`src/rtl/acc_icb_slave.sv`:
```
// ICB responder for the accelerator: CTRL/MODE registers, buffer write/read port, start pulse.
// Define ACC_ICB_RDBACK_EN to let data-window reads fetch from the buffer (latency 2).
module acc_icb_slave #(
   parameter logic [31:0] BASE_ADDR = 32'h1004_2000,
   parameter int          BUF_AW    = 12
) (
   input  logic              clk,
   input  logic              rst_n,
   input  logic              icb_cmd_valid,
   output logic              icb_cmd_ready,
   input  logic              icb_cmd_read,
   input  logic [31:0]       icb_cmd_addr,
   input  logic [31:0]       icb_cmd_wdata,
   input  logic [3:0]        icb_cmd_wmask,
   output logic              icb_rsp_valid,
   input  logic              icb_rsp_ready,
   output logic [31:0]       icb_rsp_rdata,
   output logic              icb_rsp_err,
   output logic              start_o,
   output logic [1:0]        mode_o,
   output logic              buf_we,
   output logic              buf_re,
   output logic [BUF_AW-1:0] buf_addr,
   output logic [31:0]       buf_wdata,
   output logic [3:0]        buf_wmask,
   input  logic [31:0]       buf_rdata,
   input  logic              acc_busy,
   input  logic              acc_done
);

`ifdef ACC_ICB_RDBACK_EN
   localparam bit RDBACK = 1'b1;
`else
   localparam bit RDBACK = 1'b0;
`endif

   typedef enum logic [1:0] {S_IDLE, S_ISSUE, S_RDWAIT, S_RSP} state_t;

   state_t              state_reg, state_next;
   logic                rsp_valid_reg;
   logic [31:0]         rsp_rdata_reg;
   logic                rsp_err_reg;
   logic                op_we_reg, op_re_reg, op_start_reg;
   logic [BUF_AW-1:0]   buf_addr_reg;
   logic [31:0]         buf_wdata_reg;
   logic [3:0]          buf_wmask_reg;
   logic [1:0]          mode_reg;
   logic                done_sticky_reg;

   logic        cmd_fire, rsp_fire;
   logic [12:0] off, idx_full;
   logic        region_hit, hit_ctrl, hit_mode, hit_win, idx_ok;
   logic        do_bufwr, do_bufrd, do_start, do_w1c, cmd_err;
   logic [31:0] rd_value;

   assign icb_cmd_ready = (state_reg == S_IDLE);
   assign cmd_fire      = icb_cmd_valid & icb_cmd_ready;
   assign icb_rsp_valid = rsp_valid_reg | (state_reg == S_RDWAIT);
   assign rsp_fire      = icb_rsp_valid & icb_rsp_ready;
   // The buffer's output is only valid during RDWAIT; it is captured for any later stall.
   assign icb_rsp_rdata = (state_reg == S_RDWAIT) ? buf_rdata : rsp_rdata_reg;
   assign icb_rsp_err   = rsp_err_reg;

   assign buf_we    = (state_reg == S_ISSUE) & op_we_reg;
   assign buf_re    = (state_reg == S_ISSUE) & op_re_reg;
   assign start_o   = (state_reg == S_ISSUE) & op_start_reg;
   assign buf_addr  = buf_addr_reg;
   assign buf_wdata = buf_wdata_reg;
   assign buf_wmask = buf_wmask_reg;
   assign mode_o    = mode_reg;

   assign off        = icb_cmd_addr[12:0];
   assign idx_full   = off - 13'd8;
   assign region_hit = (icb_cmd_addr[31:13] == BASE_ADDR[31:13]);
   assign idx_ok     = ({19'b0, idx_full} < (32'd1 << BUF_AW));
   assign hit_ctrl   = region_hit & (off == 13'd0);
   assign hit_mode   = region_hit & (off == 13'd4);
   assign hit_win    = region_hit & (off >= 13'd8) & idx_ok;

   assign do_bufwr = hit_win & ~icb_cmd_read & ~acc_busy;
   assign do_bufrd = hit_win & icb_cmd_read & RDBACK;
   assign do_start = hit_ctrl & ~icb_cmd_read & icb_cmd_wdata[0] & ~acc_busy;
   assign do_w1c   = cmd_fire & hit_ctrl & ~icb_cmd_read & icb_cmd_wdata[1];
   assign cmd_err  = ~(hit_ctrl | hit_mode | hit_win)
                   | (hit_ctrl & ~icb_cmd_read & icb_cmd_wdata[0] & acc_busy)
                   | (hit_win & ~icb_cmd_read & acc_busy)
                   | (hit_win & icb_cmd_read & ~RDBACK);

   always_comb begin
      rd_value = 32'd0;
      if (icb_cmd_read && hit_ctrl)
         rd_value = {29'd0, done_sticky_reg, acc_busy, 1'b0};
      else if (icb_cmd_read && hit_mode)
         rd_value = {30'd0, mode_reg};
   end

   always_comb begin
      state_next = state_reg;
      case (state_reg)
         S_IDLE:   if (cmd_fire) state_next = S_ISSUE;
         S_ISSUE:  if (op_re_reg) state_next = S_RDWAIT;
                   else if (rsp_fire) state_next = S_IDLE;
                   else state_next = S_RSP;
         S_RDWAIT: state_next = rsp_fire ? S_IDLE : S_RSP;
         S_RSP:    if (rsp_fire) state_next = S_IDLE;
         default:  state_next = S_IDLE;
      endcase
   end

   always_ff @(posedge clk or negedge rst_n) begin
      if (!rst_n) begin
         state_reg       <= S_IDLE;
         rsp_valid_reg   <= 1'b0;
         rsp_rdata_reg   <= 32'd0;
         rsp_err_reg     <= 1'b0;
         op_we_reg       <= 1'b0;
         op_re_reg       <= 1'b0;
         op_start_reg    <= 1'b0;
         buf_addr_reg    <= '0;
         buf_wdata_reg   <= 32'd0;
         buf_wmask_reg   <= 4'd0;
         mode_reg        <= 2'd0;
         done_sticky_reg <= 1'b0;
      end else begin
         state_reg <= state_next;
         if (cmd_fire) begin
            // Buffer reads raise rsp_valid only once the data is back.
            rsp_valid_reg <= ~do_bufrd;
            rsp_rdata_reg <= rd_value;
            rsp_err_reg   <= cmd_err;
            op_we_reg     <= do_bufwr;
            op_re_reg     <= do_bufrd;
            op_start_reg  <= do_start;
            if (do_bufwr || do_bufrd) begin
               buf_addr_reg  <= idx_full[BUF_AW-1:0];
               buf_wdata_reg <= icb_cmd_wdata;
               buf_wmask_reg <= icb_cmd_wmask;
            end
            if (hit_mode && !icb_cmd_read)
               mode_reg <= icb_cmd_wdata[1:0];
         end else if (state_reg == S_RDWAIT) begin
            rsp_valid_reg <= ~rsp_fire;
            rsp_rdata_reg <= buf_rdata;
         end else if (rsp_fire) begin
            rsp_valid_reg <= 1'b0;
         end
         // A completion in the same cycle as a clear must not be lost.
         if (acc_done)
            done_sticky_reg <= 1'b1;
         else if (do_w1c || start_o)
            done_sticky_reg <= 1'b0;
      end
   end

endmodule
```
`config.mk`:
```
export PLATFORM = sky130hd
export DESIGN_NAME = acc_icb_slave
export DESIGN_NICKNAME = d
export VERILOG_FILES = /design/src/rtl/acc_icb_slave.sv
export SDC_FILE = /design/constraint.sdc
export NUM_CORES = 1
export LEC_CHECK = 0
export CORE_ASPECT_RATIO = 1.5
export CORE_MARGIN = 5
export CORE_UTILIZATION = 41
export CTS_CLUSTER_DIAMETER = 40
export CTS_CLUSTER_SIZE = 24
export DETAILED_ROUTE_END_ITERATION = 8
export PLACE_DENSITY = 0.81
export SYNTH_ARGS = -nofsm -noshare
export SYNTH_HDL_FRONTEND = slang
export SYNTH_SLANG_ARGS = --single-unit
```
`constraint.sdc`:
```
create_clock -name clk -period 2.9 [get_ports clk]
set_clock_uncertainty 0.05 [all_clocks]
set_input_delay 0.29 -clock clk [delete_from_list [all_inputs] [get_ports clk]]
set_output_delay 0.29 -clock clk [all_outputs]
set_load 0.05 [all_outputs]
```
==> flow_summary.json <==
{
  "status": "completed",
  "ant_nets": 0,
  "crit_path_end_kind": "flip-flop",
  "grt_max_degree": 47,
  "cts_htree_levels": 3,
  "vias_per_cell": 5.07,
  "wirelength_um": 11100,
  "nets": 624,
  "numPortBuffers": 193,
  "cts_buffers": 9,
  "postPlaceCellArea_sq_um": 6420,
  "vdd_drop_max_uv": 619,
  "swShare_pct": 36.8,
  "finalInstanceArea_sq_um": 6710,
  "worst_pin_slew_ns": 0.611,
  "clock-sinks": 89,
  "netlist_area_sq_um": 4000,
  "p_clk_share_pct": 20.3,
  "cap_violations": 0,
  "die_h_um": 131,
  "synth_edf_count": 0,
  "crit_fanout": 38,
  "overflow": 0,
  "postSynthAreaPerCell_sq_um": 12.7,
  "cp_data_required_time_ns": 3.07,
  "mostFrequentLayoutCells": "159 x clkdlybuf4s50_1, 89 x dfrtp_1, 72 x mux2_2",
  "n_fill_cell": 678,
  "cp.arrival_ns": 2.55,
  "fmax_mhz": 419,
  "ys_ff_latch": 89,
  "grt_first_pass_wirelength_um": 17800,
  "async_flop_share_pct": 100,
  "ys_seq_area_share_pct": 55.7,
  "slew_violations": 0,
  "final.setup.tns_ns": 0,
  "final_core_util_pct": 69.7,
  "layout_commonest_cell": "clkdlybuf4s50_1",
  "setup.worst_path.start_class": "flip-flop",
  "syn-num-nets": 428,
  "drt_iter0_drc": 100,
  "leakagePower_nw": 3.03,
  "synthCells": 314,
  "die_w_um": 90.7,
  "synth_area_leaders": "dfrtp_1 56%, mux2_2 20%, and2_1 4.8%",
  "fin_crit_ns": 2.39,
  "rsz0062_at_grt": "no",
  "grt_pass1_vias": 3531,
  "grt_use_total_pct": 18.7,
  "slew_headroom_pct": 59.2,
  "first_pass_iters": 4,
  "yosys_warnings": 0,
  "hold_class": "flip-flop to flip-flop",
  "synth_cell_types": 38,
  "clock_path_buffers": 2,
  "antenna_found_initial": 0,
  "cts_resized": 0,
  "start_util_pct": 41.5,
  "setup_viol": 0,
  "rows": 44,
  "cts_tree": "yes",
  "power.switching_mw": 1.99,
  "yosys_most_used_dff": "dfrtp_1",
  "synthToLayoutAreaGrowth_pct": 67.8,
  "power_mw": 5.41,
  "whs_ns": 0.420,
  "drc": 0,
  "fin_crit_sh_pct": 82.4,
  "finalHoldViolCount": 0,
  "drt-wirelength-per-cell_um": 17.6,
  "seqPwrFrac_pct": 27.5,
  "clk_pin_slew_worst_paths_ns": 0.06,
  "place.gp.congestion": 0.832,
  "yosys.area.top_type_share_pct": 55.7,
  "layout-drive-gt1-share_pct": 25.8,
  "worstSkewPairLatency_ns": 0.33,
  "dp_hpwl_um": 8640,
  "dr_total_vias": 3192,
  "dieArea_sq_um": 11900,
  "critPathKind": "flip-flop to flip-flop",
  "io_pins": 195,
  "p_per_area_nw_per_um2": 806,
  "cts_root_buf": "clkbuf_16",
  "synth_top_area_cell": "dfrtp_1",
  "core_area_sq_um": 9630,
  "antenna_cells": 0,
  "intPower_mw": 3.42,
  "combPwrFrac_pct": 52.3
}
[critical path, stage by stage, from the launching register on]
cell and delay, ns:
dfrtp_1 0.42, inv_1 0.12, ha_1 0.24, or4bb_1 0.47, a41oi_2 0.23, o2111ai_4 0.17
buf_12 0.23, mux2_2 0.30
[layout make-up]
type | count | area (sq um) | share of cell area [%]
Tap cell | 115 | 144 | 2.14
Clock buffer | 13 | 260 | 3.88
Sequential cell | 89 | 2230 | 33.2
Inverter | 8 | 30.0 | 0.447
Multi-Input combinational cell | 201 | 1680 | 25.0
Clock inverter | 3 | 25.0 | 0.373
Timing Repair Buffer | 201 | 2350 | 35.0
[path summary, 6_finish.rpt]
kind                              startpoint            end  slack (ns)  cells after the start
worst min register to register     op_we_reg      op_we_reg        0.42                      2
max in group asynchronous              rst_n    buf_addr[1]        1.68                      3
worst min-delay path               op_we_reg      op_we_reg        0.42                      2
worst max-delay path            state_reg[0]  buf_wdata[18]        0.51                      7
worst max register to register  state_reg[0]  buf_wdata[18]        0.51                      7
min in group asynchronous              rst_n   buf_addr[11]        0.45                      2
[Yosys cell counts, types with 2 or more instances]
master / n
dfrtp_1: 89
nor4b_1: 3
clkbuf_1: 8
and2_1: 31
nand4b_1: 3
nor2_1: 8
ha_1: 7
nor4_1: 5
inv_1: 8
nand3_1: 4
and4_1: 4
xnor2_1: 5
o31ai_1: 2
buf_2: 5
a21oi_1: 5
nand2_1: 21
mux2_2: 72
o21ai_0: 12
buf_4: 2
nor3b_1: 2
[cells by family after synthesis]
logic type,count (synthesis),synth area share (%)
multiplexers,74,20.9
buffers and inverters,24,2.78
XOR/XNOR,5,1.09
other,1,0.0937
flip-flops,89,55.7
AO/OA/AOI/OAI,28,4.60
AND/OR/NAND/NOR,86,12.7
adder cells (fa/ha/maj),7,2.19
[stage by stage]
step	instances	setup WS, ns
4_1_cts	630	0.521
3_5_place_dp	613	0.244
2_1_floorplan	314	0.343
5_1_grt	630	0.416
3_3_place_gp	613	0.294
6_report	630	0.511
[layer usage]
| layer | vias to the layer above | GRT usage (%) | wire (um) |
|---|---|---|---|
| li1 | 1487 | - | - |
| met1 | 1533 | 21.6 | 4170 |
| met2 | 149 | 32.7 | 5850 |
| met3 | 23 | 5.15 | 751 |
| met4 | 0 | 8.15 | 291 |
| met5 | - | 0 | 0 |
[power by group through the flow]
stage	Sequential, mW	Combinational (mW)	Clock, mW
after detailed placement	1.51	2.85	0
after floorplan	1.51	1.46	0
after global placement	1.50	2.80	0
after CTS	1.49	2.86	1.12
final	1.48	2.83	1.10
after global routing	1.50	2.96	1.18
[repair_timing]
action	CTS	global route
hold endpoints to repair	43	0
hold buffers	1	0
setup buffers	0	0
setup endpoints to repair	0	0
Power figures use the tool's default switching activity.
